**src/rtl/bambu_mem_initiator.sv**
```systemverilog
// Single-channel initiator for the Bambu minimal memory interface.
// Takes one host command at a time, runs one strobed access against the
// accelerator's slave memory port and returns one response.
//
// Handshake rule, both channels: a transfer happens on a rising clock edge
// where valid and ready are both high. A valid, once raised, holds its
// payload unchanged until that edge.
module bambu_mem_initiator #(
    parameter int ADDR_W  = 12,
    parameter int DATA_W  = 32,
    parameter int SIZE_W  = 6,
    parameter int TIMEOUT = 255
) (
    input  logic              clock,
    input  logic              reset,
    input  logic              cmd_valid,
    output logic              cmd_ready,
    input  logic              cmd_we,
    input  logic [ADDR_W-1:0] cmd_addr,
    input  logic [DATA_W-1:0] cmd_wdata,
    input  logic [SIZE_W-1:0] cmd_size,
    output logic              rsp_valid,
    input  logic              rsp_ready,
    output logic [DATA_W-1:0] rsp_rdata,
    output logic              rsp_err,
    output logic              M_oe_ram,
    output logic              M_we_ram,
    output logic [ADDR_W-1:0] M_addr_ram,
    output logic [DATA_W-1:0] M_Wdata_ram,
    output logic [SIZE_W-1:0] M_data_ram_size,
    input  logic [DATA_W-1:0] S_Rdata_ram,
    input  logic              S_DataRdy,
    output logic [1:0]        o_dbg_state
);

    typedef enum logic [1:0] {
        IDLE   = 2'd0,
        ACCESS = 2'd1,
        RESP   = 2'd2
    } state_t;

    // Last wait count before giving up: strobe stays up TIMEOUT cycles.
    localparam logic [15:0] LP_LAST = 16'(TIMEOUT - 1);

    state_t             r_state, w_state_nxt;
    logic [15:0]        r_wait_cnt, w_wait_nxt;
    logic               r_cmd_ready, w_cmd_ready_nxt;
    logic               r_rsp_valid, w_rsp_valid_nxt;
    logic               r_rsp_err, w_rsp_err_nxt;
    logic [DATA_W-1:0]  r_rsp_rdata, w_rsp_rdata_nxt;
    logic               r_oe, w_oe_nxt;
    logic               r_we, w_we_nxt;
    logic [ADDR_W-1:0]  r_addr, w_addr_nxt;
    logic [DATA_W-1:0]  r_wdata, w_wdata_nxt;
    logic [SIZE_W-1:0]  r_size, w_size_nxt;

    logic               w_size_legal;
    logic [DATA_W:0]    w_mask_wide;
    logic [DATA_W-1:0]  w_mask;

    assign w_size_legal = (cmd_size == SIZE_W'(8)) ||
                          (cmd_size == SIZE_W'(16)) ||
                          (cmd_size == SIZE_W'(32));

    // Mask is built one bit wider so a full-width size yields all ones
    // instead of wrapping the shifted one out of the word.
    assign w_mask_wide = ({{DATA_W{1'b0}}, 1'b1} << r_size) - {{DATA_W{1'b0}}, 1'b1};
    assign w_mask      = w_mask_wide[DATA_W-1:0];

    // State and all registered outputs; reset abandons any access in flight.
    always_ff @(posedge clock or posedge reset) begin
        if (reset) begin
            r_state     <= IDLE;
            r_wait_cnt  <= '0;
            r_cmd_ready <= 1'b1;
            r_rsp_valid <= 1'b0;
            r_rsp_err   <= 1'b0;
            r_rsp_rdata <= '0;
            r_oe        <= 1'b0;
            r_we        <= 1'b0;
            r_addr      <= '0;
            r_wdata     <= '0;
            r_size      <= '0;
        end else begin
            r_state     <= w_state_nxt;
            r_wait_cnt  <= w_wait_nxt;
            r_cmd_ready <= w_cmd_ready_nxt;
            r_rsp_valid <= w_rsp_valid_nxt;
            r_rsp_err   <= w_rsp_err_nxt;
            r_rsp_rdata <= w_rsp_rdata_nxt;
            r_oe        <= w_oe_nxt;
            r_we        <= w_we_nxt;
            r_addr      <= w_addr_nxt;
            r_wdata     <= w_wdata_nxt;
            r_size      <= w_size_nxt;
        end
    end

    // Next state and next values of every registered output.
    always_comb begin
        w_state_nxt     = r_state;
        w_wait_nxt      = r_wait_cnt;
        w_cmd_ready_nxt = r_cmd_ready;
        w_rsp_valid_nxt = r_rsp_valid;
        w_rsp_err_nxt   = r_rsp_err;
        w_rsp_rdata_nxt = r_rsp_rdata;
        w_oe_nxt        = r_oe;
        w_we_nxt        = r_we;
        w_addr_nxt      = r_addr;
        w_wdata_nxt     = r_wdata;
        w_size_nxt      = r_size;
        case (r_state)
            IDLE: begin
                if (cmd_valid && r_cmd_ready) begin
                    w_cmd_ready_nxt = 1'b0;
                    if (w_size_legal) begin
                        w_state_nxt = ACCESS;
                        w_oe_nxt    = ~cmd_we;
                        w_we_nxt    = cmd_we;
                        w_addr_nxt  = cmd_addr;
                        w_wdata_nxt = cmd_wdata;
                        w_size_nxt  = cmd_size;
                        w_wait_nxt  = '0;
                    end else begin
                        // Rejected without touching the bus.
                        w_state_nxt     = RESP;
                        w_rsp_valid_nxt = 1'b1;
                        w_rsp_err_nxt   = 1'b1;
                        w_rsp_rdata_nxt = '0;
                    end
                end
            end
            ACCESS: begin
                if (S_DataRdy) begin
                    // DataRdy on the timeout edge still completes normally.
                    w_state_nxt     = RESP;
                    w_oe_nxt        = 1'b0;
                    w_we_nxt        = 1'b0;
                    w_rsp_valid_nxt = 1'b1;
                    w_rsp_err_nxt   = 1'b0;
                    w_rsp_rdata_nxt = r_oe ? (S_Rdata_ram & w_mask) : '0;
                end else if (r_wait_cnt == LP_LAST) begin
                    w_state_nxt     = RESP;
                    w_oe_nxt        = 1'b0;
                    w_we_nxt        = 1'b0;
                    w_rsp_valid_nxt = 1'b1;
                    w_rsp_err_nxt   = 1'b1;
                    w_rsp_rdata_nxt = '0;
                end else begin
                    w_wait_nxt = r_wait_cnt + 16'd1;
                end
            end
            RESP: begin
                if (rsp_ready) begin
                    w_state_nxt     = IDLE;
                    w_rsp_valid_nxt = 1'b0;
                    w_rsp_err_nxt   = 1'b0;
                    w_rsp_rdata_nxt = '0;
                    w_cmd_ready_nxt = 1'b1;
                end
            end
            default: begin
                w_state_nxt     = IDLE;
                w_oe_nxt        = 1'b0;
                w_we_nxt        = 1'b0;
                w_rsp_valid_nxt = 1'b0;
                w_cmd_ready_nxt = 1'b1;
            end
        endcase
    end

    assign cmd_ready       = r_cmd_ready;
    assign rsp_valid       = r_rsp_valid;
    assign rsp_err         = r_rsp_err;
    assign rsp_rdata       = r_rsp_rdata;
    assign M_oe_ram        = r_oe;
    assign M_we_ram        = r_we;
    assign M_addr_ram      = r_addr;
    assign M_Wdata_ram     = r_wdata;
    assign M_data_ram_size = r_size;
    assign o_dbg_state     = r_state;

endmodule

```
**config.mk**
```make
export PLATFORM = sky130hd
export DESIGN_NAME = bambu_mem_initiator
export DESIGN_NICKNAME = d
export VERILOG_FILES = /design/src/rtl/bambu_mem_initiator.sv
export SDC_FILE = /design/constraint.sdc
export NUM_CORES = 1
export LEC_CHECK = 0
export ABC_CLOCK_PERIOD_IN_PS = 7400
export CAP_MARGIN = 40
export CORE_ASPECT_RATIO = 0.6
export CORE_MARGIN = 2
export CORE_UTILIZATION = 32
export DETAILED_ROUTE_END_ITERATION = 7
export GPL_ROUTABILITY_DRIVEN = 1
export MAX_ROUTING_LAYER = met4
export SYNTH_ARGS = -nofsm -noshare
export SYNTH_HDL_FRONTEND = slang
export SYNTH_SLANG_ARGS = --single-unit
```
**constraint.sdc**
```tcl
create_clock -name clock -period 7.4 [get_ports clock]
set_input_delay 1.85 -clock clock [delete_from_list [all_inputs] [get_ports clock]]
set_output_delay 1.85 -clock clock [all_outputs]
set_load 0.01 [all_outputs]
```
======== Word level (Yosys, flattened, before mapping) ========
Cells that the tools add are included.
storage, ports and cells
  register bits after elaboration ......... 105
  bits in latches ......................... 0
  bits in writable memories ............... 0
  bits in read-only memories .............. 0
  input port bits ......................... 88
  memories ................................ 0
cells by class
  $add $sub $neg .......................... 2
  multiply operators ...................... 0
  div/mod/pow operators ................... 0
  order comparisons ....................... 0
  equality and inequality tests ........... 13
  shift operators ......................... 1
  mux-type cells .......................... 37
  bitwise operators ....................... 4
  reductions and logical operators ........ 13
operator list
  operator                                                               number
  32-bit 2-to-1 mux                                                      6
  32-bit case mux with 3 select lines                                    1
  16-bit 2-to-1 mux                                                      4
  32-bit AND                                                             1
  16-bit case mux with 2 select lines                                    1
  1-bit by 6-bit << shifter with 32-bit output (first input constant)    1
  32-bit by 1-bit subtractor with 32-bit output (second input constant)  1
  16-bit by 1-bit adder with 16-bit output (second input constant)       1
  16-bit by 8-bit == test with 1-bit output (second input constant)      1
  1-bit case mux with 3 select lines                                     5
  1-bit 2-to-1 mux                                                       14
  2-bit inequality test (second input constant)                          6
  2-bit 2-to-1 mux                                                       5
  5-bit AND reduction                                                    2
  3-bit AND reduction                                                    3
  4-bit AND reduction                                                    2
  6-bit by 4-bit == test with 1-bit output (second input constant)       1
  6-bit by 5-bit == test with 1-bit output (second input constant)       1
  6-bit == test (second input constant)                                  1
  2-bit case mux with 3 select lines                                     1
  3-bit inequality test (second input constant)                          1
  1-bit inverter                                                         3
  3-bit nonzero test                                                     1
  2-bit by 1-bit == test with 1-bit output (second input constant)       1
  other kinds (5)                                                        6

======== Longest topological paths before layout ========
  word-level depth ........................ 6
  mapped depth ............................ 10
  mapped depth without buffers ............ 7

======== Worst setup path after synthesis ========
Ideal clock, no wire load.
  kind .................................... input port to flip-flop
  from .................................... input port cmd_size[0]
  to ...................................... register r_wdata[0], in the netlist M_Wdata_ram[0]
  arrival time ............................ 3.013 ns
  data required time ...................... 7.272 ns
  setup slack ............................. 4.260 ns
  cell stages on the path ................. 5
  cell sequence ........................... nor3_1 > o211ai_4 > nor2_8 > buf_4 > mux2_1
between the ends
  cells in the longest elaborated chain, start to end .. 4
  elaborated cells between the ends (all ways) .. 6
RTL lines
  item                                                                                                         RTL line  text
  start: declaration                                                                                           21        input logic [SIZE_W-1:0] cmd_size,
  6-bit by 4-bit == test with 1-bit output / 6-bit by 5-bit == test with 1-bit output (equally long branches)  61, 62
  1-bit logical OR                                                                                             61        assign w_size_legal = (cmd_size == SIZE_W'(8)) ||
  1-bit logical OR *                                                                                           62        (cmd_size == SIZE_W'(16)) ||
  3-bit AND reduction (no source line) *                                                                       n/a
  end signal: assignment                                                                                       94        r_wdata <= w_wdata_nxt;
  end: declaration                                                                                             54        logic [DATA_W-1:0] r_wdata, w_wdata_nxt;
Mark *: on every way between the ends. The rest lies on a longest branch, timed or not.
A chain may end at the register's enable or synchronous reset.

======== Worst setup path in the final report ========
  from .................................... input port cmd_size[0]
  to ...................................... register r_addr[10], in the netlist M_addr_ram[10]
between the ends
  cells in the longest elaborated chain, start to end .. 4
  elaborated cells between the ends (all ways) .. 6
RTL lines
  item                                                                                                         RTL line  text
  6-bit by 4-bit == test with 1-bit output / 6-bit by 5-bit == test with 1-bit output (equally long branches)  61, 62
  1-bit logical OR                                                                                             61
  1-bit logical OR *                                                                                           62
  3-bit AND reduction (no source line) *                                                                       n/a
  end signal: assignment                                                                                       93        r_addr <= w_addr_nxt;
  end: declaration                                                                                             53        logic [ADDR_W-1:0] r_addr, w_addr_nxt;
Marks and branches as above.

==> results.json <==
{
  "startpoint_type": "input pin",
  "fin_area_um2": 7160,
  "seqPwrFrac_pct": 50.8,
  "io_pins": 177,
  "cts_tree": "yes",
  "initial_core_util_pct": 32.6,
  "cp-end-kind": "flip-flop",
  "setup_viol": 0,
  "total_power_uw": 1160,
  "synth-main-ff-cell": "dfrtp_1",
  "placed_area_um2": 6880,
  "grt_util_all_layers_pct": 17.5,
  "synth_top_cells_by_area": "dfrtp_1 52%, mux2_1 9.8%, a32o_1 5.4%, xor2_1 2.8%, nor2_1 2.6%",
  "synth.ff_latch_count": 105,
  "finalClockSkew_ns": 0.0157,
  "whs_path_depth": 1,
  "viasPerCell": 4.98,
  "htreeDepth": 3,
  "worstHoldStart": "M_addr_ram[7]",
  "critPathTopFamily": "simple AND/OR/NAND/NOR gates",
  "yosysTopAreaCellShare_pct": 52.4,
  "crit_chain": "clkdlybuf4s50_1, nor3_1, o211ai_4, nor2_8, buf_12, mux2_2",
  "r2r_slack_ns": 4.17,
  "insertedDiodeCount": 0,
  "fin_nets": 679,
  "startpoint": "cmd_size[0]",
  "reg2regPathDepth": 7,
  "drc": 0,
  "intPower_uw": 887,
  "dieArea_um2": 16600,
  "syn_nets": 513,
  "switching_share_pct": 23.3,
  "wirelength_um": 13600,
  "layout-drive-gt1-share_pct": 7.77,
  "p_per_area_nw_per_um2": 161,
  "ctsRootBufferMaster": "clkbuf_16",
  "grt_pass1_vias": 4130,
  "port_buffers": 176,
  "synth_cell_types": 61,
  "syn-mean-instance-area_um2": 11.8,
  "hold_viol": 0,
  "min-delay-path-class": "reg -> reg",
  "rows": 35,
  "timing.final.crit_share_pct": 51.1,
  "cp_max_fo": 46,
  "fin_crit_ns": 3.78,
  "outcome": "finished clean",
  "place.gp.congestion": 0.850,
  "synth_commonest_cells": "104 x dfrtp_1, 43 x mux2_1, 35 x nor2_1, 27 x a32o_1, 27 x nand2_1",
  "synthArstFlopShare_pct": 100,
  "worst_hold_path.endpoint": "M_addr_ram[7]",
  "path_clk_slew_ns": 0.07,
  "fp.dieH_um": 100,
  "drt_first_pass_iters": 4,
  "grt_max_degree": 66,
  "max-vdd-ir-drop_mv": 0.0984,
  "switchingPower_uw": 269,
  "drv_cap": 0,
  "cts.sinks": 105,
  "synthCells": 422,
  "slowest_stage": "nor3_1",
  "cts_made_buffers": 9,
  "grt-ovfl-total": 0,
  "core_area_um2": 15200,
  "dp_hpwl_um": 9880,
  "grt_antenna_before_repair": 0,
  "slew_viol_final": 0,
  "dr.first_iter.drc_count": 227,
  "r2r_start": "M_data_ram_size[4]",
  "wl_per_cell_um": 17.1,
  "slew_headroom_pct": 44.2,
  "synth.largest_area_cell": "dfrtp_1",
  "path_buf_inv": 2,
  "postCtsHoldBufs": 0,
  "die_w_um": 165,
  "post_cts_buffers": 0,
  "ys_warn_count": 0,
  "synth_edf_count": 0,
  "required_ns": 7.63,
  "rsz0062_at_grt": "no",
  "arrival_ns": 4.02,
  "vias": 3960,
  "power_frac_comb_pct": 9.2,
  "p_leak_uw": 0.00321,
  "fmax_mhz": 264,
  "reg2reg_to": "rsp_rdata[8]",
  "tns_ns": 0,
  "critPathKind": "in -> reg",
  "synth.most_common_cell": "dfrtp_1",
  "clk-insertion-delay-late_ns": 0.35,
  "slowest_delay_ns": 0.44,
  "area_growth_pct": 44.2,
  "fill_cells": 1388,
  "syn-cell-area_um2": 4960,
  "tightest_slew_ns": 0.836,
  "ys_seq_area_share_pct": 53.0,
  "cts_resized": 0,
  "p_clk_share_pct": 40.0,
  "ant_nets": 0,
  "grt_pass1_wl_um": 21900,
  "clk_path_buf_depth": 2
}
[flip-flops by register name (all words and copies together) (netlist names)]
signal and flops:
M_Wdata_ram 32, M_oe_ram 1, rsp_rdata 32, cmd_ready 1, rsp_valid 1, r_wait_cnt 16
M_we_ram 1, M_addr_ram 12, o_dbg_state 2, rsp_err 1, M_data_ram_size 6
[worst reg2reg max path: stages, from the launching register on]
cell and delay (ns):
dfrtp_1 0.57, nor2_1 0.60, nand3_1 0.24, ha_1 0.53
nor3_1 0.42, mux2i_1 0.14, o31ai_1 0.43, a32o_1 0.23
[final cells by class]
cell class / instances / area, µm² / share of cell area, %
sequential: 105 / 2630 / 36.7
inverter: 7 / 28.8 / 0.402
clock inverter: 4 / 35.0 / 0.489
timing repair buffer: 180 / 1820 / 25.4
tap: 203 / 254 / 3.55
clock buffer: 11 / 243 / 3.39
multi-input combinational: 285 / 2150 / 30.1
[power by group through the flow]
| stage | combinational [µW] | clock [µW] | sequential, µW |
|---|---|---|---|
| finish | 106 | 463 | 587 |
| CTS | 108 | 476 | 587 |
| floorplan | 27.8 | 0 | 602 |
| global placement | 107 | 0 | 598 |
| detailed placement | 108 | 0 | 599 |
| global route | 115 | 504 | 588 |
[worst max-delay path by stage]
| stage | end | slack, ns | cells after the start |
|---|---|---|---|
| 2_1_floorplan | M_Wdata_ram[0] | 2.79 | 1 |
| 3_3_place_gp | M_addr_ram[9] | 2.95 | 5 |
| 3_5_place_dp | M_addr_ram[10] | 3.12 | 6 |
| 4_1_cts | M_addr_ram[10] | 3.51 | 6 |
| 5_1_grt | M_Wdata_ram[18] | 3.45 | 6 |
| 6_report | M_addr_ram[10] | 3.62 | 6 |
[metal layers]
metal	track usage, %	up-vias	part of all wire, %
met5	-	-	0
met2	24.7	147	43
met1	23.7	1947	46
met3	7.24	4	10
li1	-	1862	-
met4	3.21	0	0.33
[cell usage in the layout, fill, tap and decap left out, types with 3 or more instances in the layout]
| cell | n |
|---|---|
| nor3_1 | 4 |
| clkdlybuf4s50_1 | 176 |
| nand4_1 | 4 |
| mux2_2 | 5 |
| inv_1 | 5 |
| nand2_1 | 27 |
| o21ai_1 | 4 |
| o21ai_0 | 22 |
| ha_1 | 3 |
| and2_1 | 3 |
| nor2_1 | 34 |
| o2bb2ai_1 | 4 |
| dfrtp_1 | 104 |
| xor2_1 | 16 |
| a32o_1 | 27 |
| a21oi_1 | 8 |
| inv_6 | 3 |
| mux2i_1 | 3 |
| and3_1 | 5 |
| nand2b_1 | 4 |
| clkbuf_16 | 9 |
| mux2_1 | 43 |
| nor2b_1 | 9 |
| nand3_1 | 18 |
[per-stage QoR]
step | cells | setup WS, ns | hold WS, ns | util, %
6_report | 795 | 3.62 | 0.488 | 47.0
3_3_place_gp | 778 | 2.95 | 0.467 | 44.9
4_1_cts | 795 | 3.51 | 0.491 | 47.0
5_1_grt | 795 | 3.45 | 0.509 | 47.0
3_5_place_dp | 780 | 3.12 | 0.476 | 45.2
2_1_floorplan | 422 | 2.79 | 0.497 | -
[cell families (layout without fill, tap and decap cells)]
| kind of cell | count (synthesis) | after routing | share of synthesized area (%) |
|---|---|---|---|
| AOI/OAI and AO/OA | 85 | 85 | 13.6 |
| adders and majority gates | 3 | 3 | 0.756 |
| xor gates and xnor gates | 18 | 18 | 3.18 |
| buffers and inverters | 32 | 202 | 3.71 |
| muxes | 51 | 51 | 11.5 |
| DFF | 105 | 105 | 53.0 |
| and+or+nand+nor | 128 | 128 | 14.3 |
No activity file was read; power rests on OpenSTA's default activity.
==> variant (same settings) <==
`ADDR_W`: 12 -> 11.
--- a/src/rtl/bambu_mem_initiator.sv
+++ b/src/rtl/bambu_mem_initiator.sv
@@ -6,7 +6,7 @@
 // where valid and ready are both high. A valid, once raised, holds its
 // payload unchanged until that edge.
 module bambu_mem_initiator #(
-    parameter int ADDR_W  = 12,
+    parameter int ADDR_W  = 11,
     parameter int DATA_W  = 32,
     parameter int SIZE_W  = 6,
     parameter int TIMEOUT = 255
Ports: changed (resized M_addr_ram and cmd_addr); port bits go from 177 to 175. The function was not compared with the original's and may differ.
==> variant against the original RTL <==
Synthesized cell count up 5.2%. Routed wire length up 7.3%. Total power down 0.91%. Design area down 0.17%. First-iteration DRC count up 41%. Sequential cell count down 1. Clock power down 1%. Critical path depth up 1. Worst setup slack worse by 0.40 ns. Area after synthesis down 0.55%. Global-route usage up 1.3 points.
==> variant: results (changes against the original RTL) <==
status=completed; DP HPWL=10.5 mm (+6.0%); Clock group=0.458 mW (-1%); switch share=23.9% (+0.65 points); Routed met3 length=1.38 mm (-2.0%); Int Power=0.871 mW (-1.8%); gpl congestion=0.862 (+1.4%); GRT met3 Usage=7.19% (-0.050 points); non-filler cells, final=813 (+2.3%); Clock Skews=0.00921 ns (-0.00647 ns); Placed Instance Area=6850 sq um (-0.53%); P_leak=3.06 nW (-4.7%); Compound-Gate Fraction of Synth Area=15.6% (+2.1 points); Peak VDD IR=0.116 mV (+18%); synthesized-area fraction occupied by adder cells=0.760% (+0.0042 points); Worst-Margin Slew=0.828 ns (-0.00804 ns); cells on worst reg2reg path=9 (+2); first-pass GRT wire length=23.2 mm (+5.9%); post-layout util=47.0% (+0.053 points); Final nets=696 (+2.5%); mux contribution to synthesized area=11.3% (-0.24 points); slowest CP cell=clkdlybuf4s50_1; crit path max fanout=41 (-11%); grt met2 use=26.5% (+1.8 points); Mean Syn Cell Area=11.1 sq um (-5.5%); largest net degree at the start of global routing=56 (-15%); port bufs=174 (-1.1%); vias in the first global route=4228 (+2.4%); initial DRC count=321 (+41%); total track usage=18.8% (+1.3 points); CP max stage delay=0.54 ns (+0.10 ns); top cells by area, synth=dfrtp_1 52%, mux2_2 10%, a32o_1 5.1%; share of post-route cells with drive strength above 1=12.6% (+4.9 points); Post-Route M1 WL=6.97 mm (+10%); pre-CTS WS=2.85 ns (-0.266 ns); top cells by instance count after synthesis=103 x dfrtp_1, 44 x mux2_2, 34 x nor2_1; Synthesized Nets=534 (+4.1%); placed cells=797 (+2.2%); Critical Path AT=4.42 ns (+0.40 ns)
variant: changes by cell type after synthesis, moves of 7 or more:
cell | before | now
mux2_1 | 43 | 0
a21oi_1 | 8 | 15
mux2_2 | 5 | 44
buf_2 | 9 | 1
xor2_1 | 16 | 9
xnor2_1 | 2 | 9
clkbuf_1 | 6 | 21
inv_1 | 6 | 14
variant: cell type report:
cell class / count / area share [%]
sequential: 104 / 36.4
multi-input combinational: 298 / 30.1
timing repair buffer: 179 / 25.2
tap: 203 / 3.55
clock buffer: 9 / 3.15
clock inverter: 6 / 0.788
inverter: 14 / 0.770
variant: final timing paths:
path | from | end | slack, ns
max | cmd_size[5] | M_Wdata_ram[27] | 3.21
min | rsp_rdata[24] | rsp_rdata[24] | 0.48
max reg2reg | M_data_ram_size[5] | rsp_rdata[12] | 4.12
min reg2reg | rsp_rdata[24] | rsp_rdata[24] | 0.48
max in group asynchronous | reset | rsp_rdata[3] | 4.29
min in group asynchronous | reset | M_Wdata_ram[18] | 1.93
